==> src/rtl/mips_pkg.sv <==
// Shared definitions for the MIPS pipeline: datapath width and the
// layout of the 10-bit control bundle carried from ID into EX.
package mips_pkg;

  localparam int XLEN   = 32;
  localparam int CTRL_W = 10;

  // Control bundle {RegWrite, MemtoReg, MemRead, MemWrite, ALUSrc, RegDst, ALUOp[3:0]}
  localparam int CTRL_REGWRITE  = 9;
  localparam int CTRL_MEMTOREG  = 8;
  localparam int CTRL_MEMREAD   = 7;
  localparam int CTRL_MEMWRITE  = 6;
  localparam int CTRL_ALUSRC    = 5;
  localparam int CTRL_REGDST    = 4;
  localparam int CTRL_ALUOP_MSB = 3;
  localparam int CTRL_ALUOP_LSB = 0;

  // A bubble carries no side effects: every control bit cleared.
  localparam logic [CTRL_W-1:0] CTRL_BUBBLE = '0;

endpackage

==> src/rtl/id_ex_stage_hazard.sv <==
// Load-use hazard detection for the ID stage. Purely combinational:
// stalls ID when the instruction in EX is a load whose destination is
// read by the instruction in ID. A taken branch/jump suppresses the stall
// because the ID instruction is being killed anyway.
module id_hazard_unit
  import mips_pkg::*;
(
  input  logic       id_valid,
  input  logic [4:0] id_rs,
  input  logic [4:0] id_rt,
  input  logic       ex_valid,
  input  logic       ex_mem_read,
  input  logic [4:0] ex_dst,
  input  logic       flush,
  output logic       stall_id
);

  logic hz;

  // rt is compared unconditionally; I-type instructions may stall spuriously.
  always_comb begin
    hz = id_valid && ex_valid && ex_mem_read && (ex_dst != 5'd0) &&
         ((ex_dst == id_rs) || (ex_dst == id_rt));
    stall_id = hz && !flush;
  end

endmodule

==> src/rtl/id_ex_stage.sv <==
// ID/EX boundary: write-back bypass on the register-file read data,
// destination resolution, load-use stall, the ID/EX pipeline register
// with bubble insertion, and saturating stall/flush debug counters.
module id_ex_stage #(
  parameter int XLEN  = 32,
  parameter int CNT_W = 16
) (
  input  logic                        clock,
  input  logic                        Regreset,
  input  logic                        id_valid,
  input  logic [4:0]                  id_rs,
  input  logic [4:0]                  id_rt,
  input  logic [4:0]                  id_rd,
  input  logic [XLEN-1:0]             id_imm,
  input  logic [mips_pkg::CTRL_W-1:0] id_ctrl,
  input  logic [XLEN-1:0]             rf_rd1,
  input  logic [XLEN-1:0]             rf_rd2,
  input  logic                        wb_we,
  input  logic [4:0]                  wb_addr,
  input  logic [XLEN-1:0]             wb_data,
  input  logic                        flush,
  output logic                        stall_id,
  output logic                        ex_valid,
  output logic [mips_pkg::CTRL_W-1:0] ex_ctrl,
  output logic [XLEN-1:0]             ex_a,
  output logic [XLEN-1:0]             ex_b,
  output logic [XLEN-1:0]             ex_imm,
  output logic [4:0]                  ex_rs,
  output logic [4:0]                  ex_rt,
  output logic [4:0]                  ex_dst,
  output logic [CNT_W-1:0]            stall_count,
  output logic [CNT_W-1:0]            flush_count
);

  import mips_pkg::*;

  logic [XLEN-1:0] op_a;
  logic [XLEN-1:0] op_b;
  logic [4:0]      dst;
  logic            bubble;

  id_hazard_unit u_hazard (
    .id_valid    (id_valid),
    .id_rs       (id_rs),
    .id_rt       (id_rt),
    .ex_valid    (ex_valid),
    .ex_mem_read (ex_ctrl[CTRL_MEMREAD]),
    .ex_dst      (ex_dst),
    .flush       (flush),
    .stall_id    (stall_id)
  );

  // Bypass the value being written back this cycle: the register file only
  // commits it on the same edge that ID/EX captures. r0 never bypasses.
  always_comb begin
    op_a = rf_rd1;
    op_b = rf_rd2;
    if (wb_we && (wb_addr != 5'd0) && (wb_addr == id_rs)) op_a = wb_data;
    if (wb_we && (wb_addr != 5'd0) && (wb_addr == id_rt)) op_b = wb_data;
  end

  // Resolve destination; non-writing instructions target r0 so they never
  // trigger hazards or forwarding downstream.
  always_comb begin
    dst = id_ctrl[CTRL_REGDST] ? id_rd : id_rt;
    if (!id_ctrl[CTRL_REGWRITE]) dst = 5'd0;
    // flush and load-use both produce a bubble; stall_id is hz masked by flush
    bubble = flush || stall_id;
  end

  // ID/EX pipeline register: reset > bubble (flush or hazard) > capture.
  always_ff @(posedge clock or posedge Regreset) begin
    if (Regreset) begin
      ex_valid <= 1'b0;
      ex_ctrl  <= CTRL_BUBBLE;
      ex_a     <= '0;
      ex_b     <= '0;
      ex_imm   <= '0;
      ex_rs    <= 5'd0;
      ex_rt    <= 5'd0;
      ex_dst   <= 5'd0;
    end else if (bubble) begin
      ex_valid <= 1'b0;
      ex_ctrl  <= CTRL_BUBBLE;
      ex_a     <= '0;
      ex_b     <= '0;
      ex_imm   <= '0;
      ex_rs    <= 5'd0;
      ex_rt    <= 5'd0;
      ex_dst   <= 5'd0;
    end else begin
      ex_valid <= id_valid;
      ex_ctrl  <= id_valid ? id_ctrl : CTRL_BUBBLE;
      ex_a     <= op_a;
      ex_b     <= op_b;
      ex_imm   <= id_imm;
      ex_rs    <= id_rs;
      ex_rt    <= id_rt;
      ex_dst   <= dst;
    end
  end

  // Saturating debug counters for stall cycles and killed valid instructions.
  always_ff @(posedge clock or posedge Regreset) begin
    if (Regreset) begin
      stall_count <= '0;
      flush_count <= '0;
    end else begin
      if (stall_id && (stall_count != '1)) stall_count <= stall_count + 1'b1;
      if (flush && id_valid && (flush_count != '1)) flush_count <= flush_count + 1'b1;
    end
  end

endmodule

==> config.mk <==
export PLATFORM = sky130hd
export DESIGN_NAME = id_ex_stage
export DESIGN_NICKNAME = d
export VERILOG_FILES = /design/src/rtl/mips_pkg.sv /design/src/rtl/id_ex_stage_hazard.sv /design/src/rtl/id_ex_stage.sv
export SDC_FILE = /design/constraint.sdc
export NUM_CORES = 1
export LEC_CHECK = 0
export ABC_CLOCK_PERIOD_IN_PS = 5980
export CORE_AREA = 4 4 131 133
export CTS_CLUSTER_DIAMETER = 60
export DETAILED_ROUTE_END_ITERATION = 12
export DIE_AREA = 0 0 135 137
export PLACE_DENSITY_LB_ADDON = 0.15
export RECOVER_POWER = 50
export SLEW_MARGIN = 40
export SYNTH_ARGS = -nofsm -noshare
export SYNTH_HDL_FRONTEND = slang
export SYNTH_HIERARCHICAL = 1
export SYNTH_SLANG_ARGS = --single-unit
export TNS_END_PERCENT = 50
==> constraint.sdc <==
create_clock -name clock -period 5.98 [get_ports clock]
set_input_delay 0.897 -clock clock [delete_from_list [all_inputs] [get_ports clock]]
set_output_delay 0.897 -clock clock [all_outputs]
set_load 0.01 [all_outputs]
Word level (Yosys, flattened, before mapping)
Index checks and enable logic that the tools add are counted.
- $add $sub $neg: 2
- equal/unequal tests: 6
- mux-type cells: 13
- reductions and logical operators: 16
- operator list (operator ; number):
    $mux W32 ; 5
    $add A16 B1 Y16 const B ; 2
    $ne A16 B16 Y1 const B ; 2
    $mux W5 ; 5
    $eq A5 B5 Y1 ; 4
    $mux W10 ; 2
    $logic_and A1 B1 Y1 ; 11
    $reduce_bool A5 Y1 ; 2
    $logic_or A1 B1 Y1 ; 2
    $logic_not A1 Y1 ; 1
    $mux W1 ; 1
- flip-flop bits (word level): 154
- input bits: 163
- output and inout bits: 155
- word-level logic and storage cells: 47

Depth between registers and ports, before layout
Gate-level depths: netlist (run 1).
- depth after elaboration: 7
- gate-level depth with buffers: 9

By module
The synthesis (run 1) kept the hierarchy.
- modules (own cells, without submodules) (module ; times used ; cells each ; area an instance (um2)):
    id_ex_stage ; 1 ; 530 ; 6343.6
    id_hazard_unit ; 1 ; 18 ; 140.1

Worst setup path after synthesis (run 1)
OpenSTA, ideal clock, no wires.
- kind: in2reg
- start point: input port id_rt[1]
- end point: register stall_count[15]
- data arrival time: 2.900 ns
- data required time: 5.855 ns
- slack: 2.955 ns
- stages: 9
- cell sequence: xor2_1 nor3_1 nand3_1 a221oi_2 inv_1 or2_0 clkbuf_1 nor3_1 mux2_2
- cells in the longest elaborated chain, start to end: 5
- RTL lines (item ; line ; source):
    start, declared ; id_ex_stage.sv:12 ; input logic [4:0] id_rt,
    $eq A5 B5 Y1 ; id_ex_stage_hazard.sv:23 ; ((ex_dst == id_rs) || (ex_dst == id_rt));
    $logic_or A1 B1 Y1 ; id_ex_stage_hazard.sv:23 ;
    $logic_and A1 B1 Y1 ; id_ex_stage_hazard.sv:22 ; hz = id_valid && ex_valid && ex_mem_read && (ex_dst != 5'd0) &&
    $logic_and A1 B1 Y1 ; id_ex_stage_hazard.sv:24 ; stall_id = hz && !flush;
    net stall_id ; id_ex_stage.sv:22 ; output logic stall_id,
    $logic_and A1 B1 Y1 ; id_ex_stage.sv:109 ; if (stall_id && (stall_count != '1)) stall_count <= stall_count + 1'b1;
    end signal, assigned ; id_ex_stage.sv:109 ;
    end, declared ; id_ex_stage.sv:31 ; output logic [CNT_W-1:0] stall_count,
The timed path passes the listed nets, and every way through them passes these cells.
A chain may end at the register's enable or synchronous reset.

Worst setup path after layout (run 1)
- start point: input port id_rt[1]
- end point: output port stall_id
- cells in the longest elaborated chain, start to end: 4
- RTL lines (item ; line):
    $eq A5 B5 Y1 ; id_ex_stage_hazard.sv:23
    $logic_or A1 B1 Y1 ; id_ex_stage_hazard.sv:23
    $logic_and A1 B1 Y1 ; id_ex_stage_hazard.sv:22
    $logic_and A1 B1 Y1 ; id_ex_stage_hazard.sv:24
    end, declared ; id_ex_stage.sv:22
No other way between the ends.

==> summary.txt, run 1 <==
Route
  – 1st-pass router iterations: 4
  – Antenna Violating Nets Remaining: 0
  – Routed length per instance: around 18 um
  – DRC: 0
  – Via count: 5,285
  – Vias per inst: 4.85
  – Initial DRC count: around 210
  – Final WL: approximately 20 mm

Clocking
  – Post-CTS Resized: 0
  – CTS buffer count: 17
  – Clk Latency, worst-skew pair: 0.41 ns
  – Clk slew on worst S/H paths: roughly 0.060 ns
  – CTS Sinks: between 150 and 200
  – H-tree depth: 4
  – TritonCTS clock tree: built
  – Clock root cell: clkbuf_16
  – Bufs on Longest Clock Path: 2
  – Hold_buf cts: 0
  – Postcts setup bufs: 0

Pwr
  – Pwr/cell area: between 200 and 300 nW/um^2
  – Peak supply drop: 0.190 mV
  – Leak pwr: 4.96 nW

Timing
  – Fin Setup TNS: 0 ns
  – Worst Tran Pin Value: 1.94 ns
  – Final hold violation count: 0
  – Final setup viols: 0
  – Fmax: 0.244 GHz
  – Slew HR: -30.8%
  – Min Clock Period, post-route: 4.09 ns
  – Fin crit share: 68.4%
  – Setup ws final: approximately 1.9 ns
  – Setup repair after global routing missed its margin: no
  – Max Slew Vio Count: 11
  – Setup Skew: 0.0100 ns

Critical path
  – Worst Path Arrival: 3.20 ns
  – Max FO, Critical Path: 6
  – CP endpoint kind: output port
  – Startpoint Class: input port
  – CP Data Required Time: 5.08 ns
  – Crit path kind: input port to output port

GRT
  – GRT Total Usage: 21.7%
  – Largest net degree at the start of global routing: 107
  – First-pass GRT wire length: 30.8 mm
  – Vias in the first global route: 5,613
  – Initial antenna violation count: 0
  – Remaining Overflow, GRT: 0

Final layout
  – Inserted Diodes: 0
  – Most common cell after layout, fill and taps aside: clkdlybuf4s50_1
  – Fin nets: 1,027
  – Layout cells sized above 1: 5.27%
  – Commonest non-fill, non-tap cells in the layout: 200 x clkdlybuf4s50_1, 154 x dfrtp_1, 117 x dlygate4sd3_1, 104 x nand2_1, 69 x mux2i_1
  – P&R area growth vs syn: 59.9%

Run
  – Max-Cap Viols: 1

Yosys
  – Asr flop ratio synth: 100%
  – FF+latch count, synth: around 150
  – Netlist cell types: 43
  – Synth warnings: 6
  – Cell count after synthesis: between 500 and 600
  – Syn nets: 713
  – Number of flops mapped to enable cells by yosys: 0
  – Sequential fraction of the synthesis area: 59.4%
  – Syn Area/Cell: 11.8 um^2
  – Mapped Area: 6480 um^2
  – Post-synth top flop: dfrtp_1

Status
  – Failing checks: max-capacitance violations, max-slew violations
  – Run status: complete, but fails checks

Die
  – Chip Height: 137 um
  – Initial Util: between 40 and 50%
  – I/O pins: between 300 and 400
  – Die area: 18,500 um^2
  – Die Wd: 135 um
  – Core ar.: between 15,000 and 20,000 um^2
  – Std-Cell Rows: 46

Placed design
  – Routability congestion estimate: 0.866
  – Setup slack after placement: 1.93 ns
  – IO buf count: between 300 and 400
  – Dpl hpwl: 15.1 mm

Hold path
  – Min-delay worst type: flip-flop to flip-flop
-- final cells by class --
class / count / area (um^2)
clock buffer: 22 / 454
clock inverter: 8 / 121
fill: 1257 / 5460
inverter: 6 / 30.0
multi-input combinational: 362 / 2430
sequential: 154 / 3850
tap: 216 / 270
timing repair buffer: 321 / 3200
-- logic make-up after synthesis --
| kind of cell | Yosys count | share of synthesized area (%) |
|---|---|---|
| AOI/OAI and AO/OA | 12 | 1.72 |
| xor gates and xnor gates | 42 | 5.67 |
| adders and majority gates | 2 | 0.386 |
| buffers and inverters | 32 | 2.78 |
| DFF | 154 | 59.4 |
| muxes | 74 | 11.6 |
| and+or+nand+nor | 232 | 18.4 |
-- critical path: stages --
cell and delay, ns:
clkdlybuf4s50_1 0.52, xor2_1 0.19, nor3_1 0.21, nand3_1 0.12
a221oi_2 0.59, clkdlybuf4s50_1 0.67
-- metrics by stage --
step / utilization, % / instances / power, mW / hold WS (ns) / instance area (um^2)
floorplan: - / 548 / 1.33 / 0.522 / 6480
global placement: 62.0 / 1059 / 1.62 / 0.497 / 9810
detailed placement: 62.0 / 1059 / 1.63 / 0.502 / 9810
CTS: 65.6 / 1089 / 2.70 / 0.513 / 10400
global route: 65.5 / 1089 / 2.75 / 0.535 / 10400
finish: 65.5 / 1089 / 2.64 / 0.506 / 10400
-- state kept, by name, summed over array words and instances, names as in the netlist, 5 cells and up --
signal	flops
ex_rs	5
stall_count	16
ex_imm	32
ex_ctrl	10
ex_b	32
ex_rt	5
ex_dst	5
ex_a	32
flush_count	16
-- power breakdown --
part	switching, mW	leakage, nW	internal [mW]
registers	0.0477	2.00	1.11
logic	0.182	2.67	0.244
clock network	0.397	0.280	0.661
-- synthesized netlist by cell type, drive strengths merged, types with 6 or more instances --
master | n | share of area, %
xnor2 | 14 | 1.9
nand3 | 17 | 1.3
nor4 | 11 | 1.5
nand4 | 9 | 1.2
nor3 | 12 | 0.93
clkbuf | 18 | 1.0
inv | 6 | 0.35
mux2i | 69 | 11
nand2 | 104 | 6.0
xor2 | 28 | 3.8
buf | 8 | 1.4
and3 | 11 | 1.1
and2 | 44 | 4.2
nor2 | 14 | 0.85
dfrtp | 154 | 59
-- metal layers --
layer	global-route usage (%)	wire (um)
met5	0	0
met4	9.24	607
met3	8.01	1740
met2	36.9	10100
met1	24.6	7580
-- final timing paths --
path / startpoint / to / slack (ns) / cells after the start
max: id_rt[1] / stall_id / 1.89 / 6
min: stall_count[8] / stall_count[8] / 0.51 / 1
max reg2reg: flush_count[0] / flush_count[4] / 2.85 / 5
min reg2reg: stall_count[8] / stall_count[8] / 0.51 / 1
max in group asynchronous: Regreset / flush_count[4] / 3.66 / 3
min in group asynchronous: Regreset / flush_count[5] / 1.14 / 2
No activity file was read; power rests on OpenSTA's default activity.
==> inputs of run 2 (changes only) <==
--- a/config.mk
+++ b/config.mk
@@ -5,7 +5,7 @@
 export SDC_FILE = /design/constraint.sdc
 export NUM_CORES = 1
 export LEC_CHECK = 0
-export ABC_CLOCK_PERIOD_IN_PS = 5980
+export ABC_CLOCK_PERIOD_IN_PS = 3820
 export CORE_AREA = 4 4 131 133
 export CTS_CLUSTER_DIAMETER = 60
 export DETAILED_ROUTE_END_ITERATION = 12
==> constraint.sdc (replaced) <==
create_clock -name clock -period 3.82 [get_ports clock]
set_input_delay 0.573 -clock clock [delete_from_list [all_inputs] [get_ports clock]]
set_output_delay 0.573 -clock clock [all_outputs]
set_load 0.01 [all_outputs]
==> run 2 against run 1 <==
Combinational power rose by 59%; count of clock-buffer cells in the layout down 2; power rose by 59%; hold slack got worse by 0.00053 ns; flip-flop and latch count stayed put; the run now ends clean; cell area grew 0.81%; non-clock buffer count is 4 higher; core utilization up 0.53 points; global-route usage down 0.093 points; critical path type unchanged; via count hardly changed; first-iteration DRC count down 3.4%; wire length rose by 1.4%.
==> summary.txt, run 2 (synthesis gave the netlist of run 1 again) <==
Timing
  – Fmax: about 0.32 GHz
  – Setup Skew: ~0.0098 ns
  – Final hold violation count: 0
  – Fin Setup TNS: 0 ns
  – Slew HR: 17.5%
  – Setup repair after global routing missed its margin: no
  – Fin crit share: 82.6%
  – Max Slew Vio Count: 0
  – Final setup viols: 0
  – Min Clock Period, post-route: 3.15 ns
  – Worst Tran Pin Value: 1.24 ns

Clocking
  – Clk slew on worst S/H paths: 0.06 ns
  – H-tree depth: 4
  – Post-CTS Resized: 0
  – Clk Latency, worst-skew pair: roughly 0.42 ns
  – Bufs on Longest Clock Path: 2
  – Clock root cell: clkbuf_16
  – Hold_buf cts: 0
  – TritonCTS clock tree: built
  – CTS Sinks: around 150
  – CTS buffer count: 17
  – Postcts setup bufs: 0

Critical path
  – CP endpoint kind: output port
  – Worst-path cell chain: clkdlybuf4s50_1 > xor2_1 > nor3_1 > nand3_1 > a221oi_2 > clkdlybuf4s50_1
  – Worst Path Arrival: 2.58 ns
  – Top cell by count, worst path: clkdlybuf4s50_1
  – R2R cell count: 8
  – Crit path kind: input port to output port
  – Worst path slowest cell: clkdlybuf4s50_1
  – CP Data Required Time: 3.25 ns
  – Startpoint Class: input port
  – Largest stage delay on the critical path: 0.63 ns
  – Max FO, Critical Path: 4

Final layout
  – Fin nets: 1,031
  – Layout cells sized above 1: 5.92%
  – # fillers: 1,209
  – Commonest non-fill, non-tap cells in the layout: 242 x clkdlybuf4s50_1, 154 x dfrtp_1, 104 x nand2_1, 75 x dlygate4sd3_1, 69 x mux2i_1
  – Most common cell after layout, fill and taps aside: clkdlybuf4s50_1
  – Largest registers: ex_a x32, ex_b x32, ex_imm x32
  – P&R area growth vs syn: 61.2%
  – Multi-input gate area: 2450 um^2
  – Fin area: about 10,000 um^2
  – Storage cell area: 3850 um^2

Placed design
  – IO buf count: 317
  – Routability congestion estimate: ~0.87
  – Placed inst area: approximately 9900 um^2
  – Dpl hpwl: 15.3 mm

Die
  – Die area: 18,500 um^2
  – Core ar.: 15,800 um^2
  – I/O pins: 318
  – Chip Height: 137 um
  – Initial Util: 41.0%
  – Std-Cell Rows: 46
  – Die Wd: 135 um

Pwr
  – Leak pwr: 4.90 nW
  – Peak supply drop: 0.285 mV
  – Pwr/cell area: 403 nW/um^2

GRT
  – Largest net degree at the start of global routing: 115
  – First-pass GRT wire length: approximately 30 mm
  – Remaining Overflow, GRT: 0
  – Initial antenna violation count: 1
  – GRT Total Usage: between 20% and 30%
  – Vias in the first global route: 5,535

Route
  – Via count: 5,289
  – 1st-pass router iterations: 4
  – DRC: 0
  – Initial DRC count: 200
  – Routed length per instance: 18.5 um
  – Antenna Violating Nets Remaining: 0
  – Final WL: 20.3 mm
  – Vias per inst: 4.83

Status
  – Run status: finished, final reports clean

Hold path
  – Min-delay worst type: flip-flop to flip-flop
  – WHS Path Cells: 1

Run
  – Max-Cap Viols: 0
## run 2: final timing paths
| path | startpoint | slack (ns) | end |
|---|---|---|---|
| min in group asynchronous | Regreset | 0.56 | stall_count[11] |
| setup reg to reg | ex_dst[1] | 1.20 | stall_count[15] |
| max in group asynchronous | Regreset | 0.99 | ex_a[4] |
| hold reg to reg | stall_count[8] | 0.51 | stall_count[8] |
| hold / removal | stall_count[8] | 0.51 | stall_count[8] |
| setup / recovery | id_rt[0] | 0.67 | stall_id |
## run 2: cell type report
cell class,count,share of cell area (%)
multi-input combinational,362,23.5
sequential,154,36.9
antenna,1,0.0239
timing repair buffer,325,31.1
tap,216,2.59
clock buffer,20,4.37
inverter,6,0.228
clock inverter,11,1.40
## run 2: stage by stage
step	util (%)	worst slack, ns	cells	hold WS (ns)	total power [mW]
6_report	66.0	0.665	1095	0.505	4.21
5_1_grt	66.0	0.539	1095	0.549	4.37
4_1_cts	66.5	0.679	1094	0.421	4.29
3_5_place_dp	62.7	0.529	1063	0.489	2.55
3_3_place_gp	62.3	0.631	1061	0.490	2.53
2_1_floorplan	-	1.12	548	0.522	2.08
## run 2: per-layer routing
layer | vias up | GRT usage, % | routed length, um
li1 | 2473 | - | -
met1 | 2539 | 25.3 | 7660
met2 | 239 | 35.9 | 10200
met3 | 38 | 7.57 | 1750
met4 | 0 | 9.80 | 627
met5 | - | 0 | 0
## run 2: power breakdown
part | internal (mW) | total (mW) | switching [mW]
Combinational | 0.394 | 0.677 | 0.283
Sequential | 1.73 | 1.81 | 0.0745
Clock | 1.06 | 1.72 | 0.666
## run 2: critical path, delay by kind of cell
| family | cells | cell delay, ns |
|---|---|---|
| xor gates and xnor gates | 1 | 0.19 |
| AOI/OAI and AO/OA | 1 | 0.36 |
| and+or+nand+nor | 2 | 0.32 |
| buffers and inverters | 2 | 1.14 |
==> inputs of run 3 (changes only) <==
--- a/config.mk
+++ b/config.mk
@@ -5,7 +5,7 @@
 export SDC_FILE = /design/constraint.sdc
 export NUM_CORES = 1
 export LEC_CHECK = 0
-export ABC_CLOCK_PERIOD_IN_PS = 3820
+export ABC_CLOCK_PERIOD_IN_PS = 3200
 export CORE_AREA = 4 4 131 133
 export CTS_CLUSTER_DIAMETER = 60
 export DETAILED_ROUTE_END_ITERATION = 12
==> constraint.sdc (replaced) <==
create_clock -name clock -period 3.2 [get_ports clock]
set_input_delay 0.48 -clock clock [delete_from_list [all_inputs] [get_ports clock]]
set_output_delay 0.48 -clock clock [all_outputs]
set_load 0.01 [all_outputs]
==> run 3 against run 2 <==
Die area unchanged; cell area grew 0.19%; register-to-register slack got worse by 0.59 ns; cell count rose by 0.18%; wire length is 0.52% higher; global-route usage up 0.38 points; highest routed layer unchanged.
==> summary.txt, run 3 (synthesis gave the netlist of run 1 again) <==
Clocking
  – TritonCTS clock tree: built
  – Post-CTS Resized: 0
  – Bufs on Longest Clock Path: 2
  – CTS buffer count: 17
  – Postcts setup bufs: 0
  – Clock root cell: clkbuf_16
  – Hold_buf cts: 0
  – H-tree depth: 4
  – Clk Latency, worst-skew pair: between 0.4 and 0.5 ns
  – Clk slew on worst S/H paths: 0.06 ns
  – CTS Sinks: 154

Die
  – Die Wd: 135 um
  – Die area: roughly 18,000 um^2
  – I/O pins: 318
  – Chip Height: ~140 um
  – Initial Util: 41.0%
  – Std-Cell Rows: 46
  – Core ar.: 15,800 um^2

Critical path
  – WP depth: 6
  – CP Data Required Time: approximately 2.7 ns
  – Top Family by Delay on Critical Path: buffers and inverters
  – R2R cell count: 8
  – Crit path kind: input port to output port
  – CP endpoint kind: output port
  – Largest stage delay on the critical path: around 0.64 ns
  – Worst-path cell chain: clkdlybuf4s50_1 > xor2_1 > nor3_1 > nand3_1 > a221oi_2 > clkdlybuf4s50_1
  – Worst Path Arrival: 2.53 ns
  – Startpoint Class: input port
  – Max FO, Critical Path: 3
  – Buf+Inv Stages, Crit Path: 2
  – Top cell by count, worst path: clkdlybuf4s50_1
  – Worst path slowest cell: clkdlybuf4s50_1

GRT
  – Initial antenna violation count: 0
  – First-pass GRT wire length: 31.1 mm
  – Vias in the first global route: 5,671
  – GRT Total Usage: 22.0%
  – Remaining Overflow, GRT: 0
  – Largest net degree at the start of global routing: 87

Placed design
  – Dpl hpwl: 15.6 mm
  – Post-placement cell count: 1,067
  – IO buf count: 317
  – Routability congestion estimate: roughly 0.9

Final layout
  – Commonest non-fill, non-tap cells in the layout: 241 x clkdlybuf4s50_1, 154 x dfrtp_1, 104 x nand2_1, 76 x dlygate4sd3_1, 69 x mux2i_1
  – # fillers: 1,207
  – Layout cells sized above 1: 6.24%
  – Most common cell after layout, fill and taps aside: clkdlybuf4s50_1
  – Inserted Diodes: 0
  – Largest registers: ex_a x32, ex_b x32, ex_imm x32
  – Fin cells: 1,097
  – P&R area growth vs syn: 61.5%
  – Fin nets: 1,035

Pwr
  – Power Total: 4.88 mW
  – Pwr/cell area: 466 nW/um^2
  – Leak pwr: 4.93 nW
  – Peak supply drop: around 0.34 mV

Timing
  – Slew HR: approximately 12%
  – Fmax: 0.332 GHz
  – Fin crit share: 94.1%
  – Fin Setup TNS: 0 ns
  – Final setup viols: 0
  – Setup repair after global routing missed its margin: no
  – Setup Skew: 0.00735 ns
  – Worst Tran Pin Value: about 1.3 ns
  – Min Clock Period, post-route: 3.01 ns
  – Max Slew Vio Count: 0
  – Final hold violation count: 0

Route
  – Antenna Violating Nets Remaining: 0
  – Final WL: 20.4 mm
  – Initial DRC count: between 150 and 200
  – 1st-pass router iterations: 5
  – Via count: about 5,400
  – Routed length per instance: 18.6 um
  – Vias per inst: 4.94
  – DRC: 0

Run
  – Max-Cap Viols: 0

Hold path
  – WHS Path Cells: 1
  – Min-delay worst type: flip-flop to flip-flop

Status
  – Run status: finished, final reports clean
==> run 3: power by group <==
part / switching (mW) / total (mW) / leakage, nW / internal (mW)
combinational: 0.342 / 0.819 / 2.66 / 0.477
sequential: 0.0920 / 2.16 / 2.00 / 2.07
clock: 0.746 / 1.90 / 0.268 / 1.15
total: 1.18 / 4.88 / 4.93 / 3.70
==> run 3: routing by layer <==
layer	GRT usage (%)	vias up	part of all wire, %
met5	0	-	0
met4	8.45	0	2.3
met3	7.39	35	8.4
met2	38.8	234	53
met1	24.6	2662	37
li1	-	2484	-
==> run 3: cell type report <==
class | instances | area (um^2) | area share, %
Timing Repair Buffer | 329 | 3320 | 31.7
Clock inverter | 9 | 100 | 0.956
Clock buffer | 21 | 450 | 4.30
Inverter | 6 | 23.8 | 0.227
Tap cell | 216 | 270 | 2.58
Multi-Input combinational cell | 362 | 2450 | 23.4
Sequential cell | 154 | 3850 | 36.8
==> run 3: metrics by stage <==
step / instance area [um^2] / setup slack, ns / utilization (%) / hold slack, ns
floorplan: 6490 / 0.592 / - / 0.522
global placement: 9950 / 0.169 / 62.8 / 0.500
detailed placement: 9950 / 0.134 / 62.8 / 0.512
CTS: 10500 / 0.197 / 66.3 / 0.516
global route: 10500 / 0.0983 / 66.1 / 0.537
finish: 10500 / 0.189 / 66.1 / 0.518
==> run 3: worst paths after layout <==
| path | start | endpoint | slack (ns) |
|---|---|---|---|
| min in group asynchronous | Regreset | ex_rs[2] | 0.80 |
| max | id_rs[2] | stall_id | 0.19 |
| max reg2reg | ex_dst[2] | stall_count[15] | 0.61 |
| min reg2reg | flush_count[8] | flush_count[8] | 0.52 |
| max in group asynchronous | Regreset | ex_b[9] | 0.82 |
| min | flush_count[8] | flush_count[8] | 0.52 |
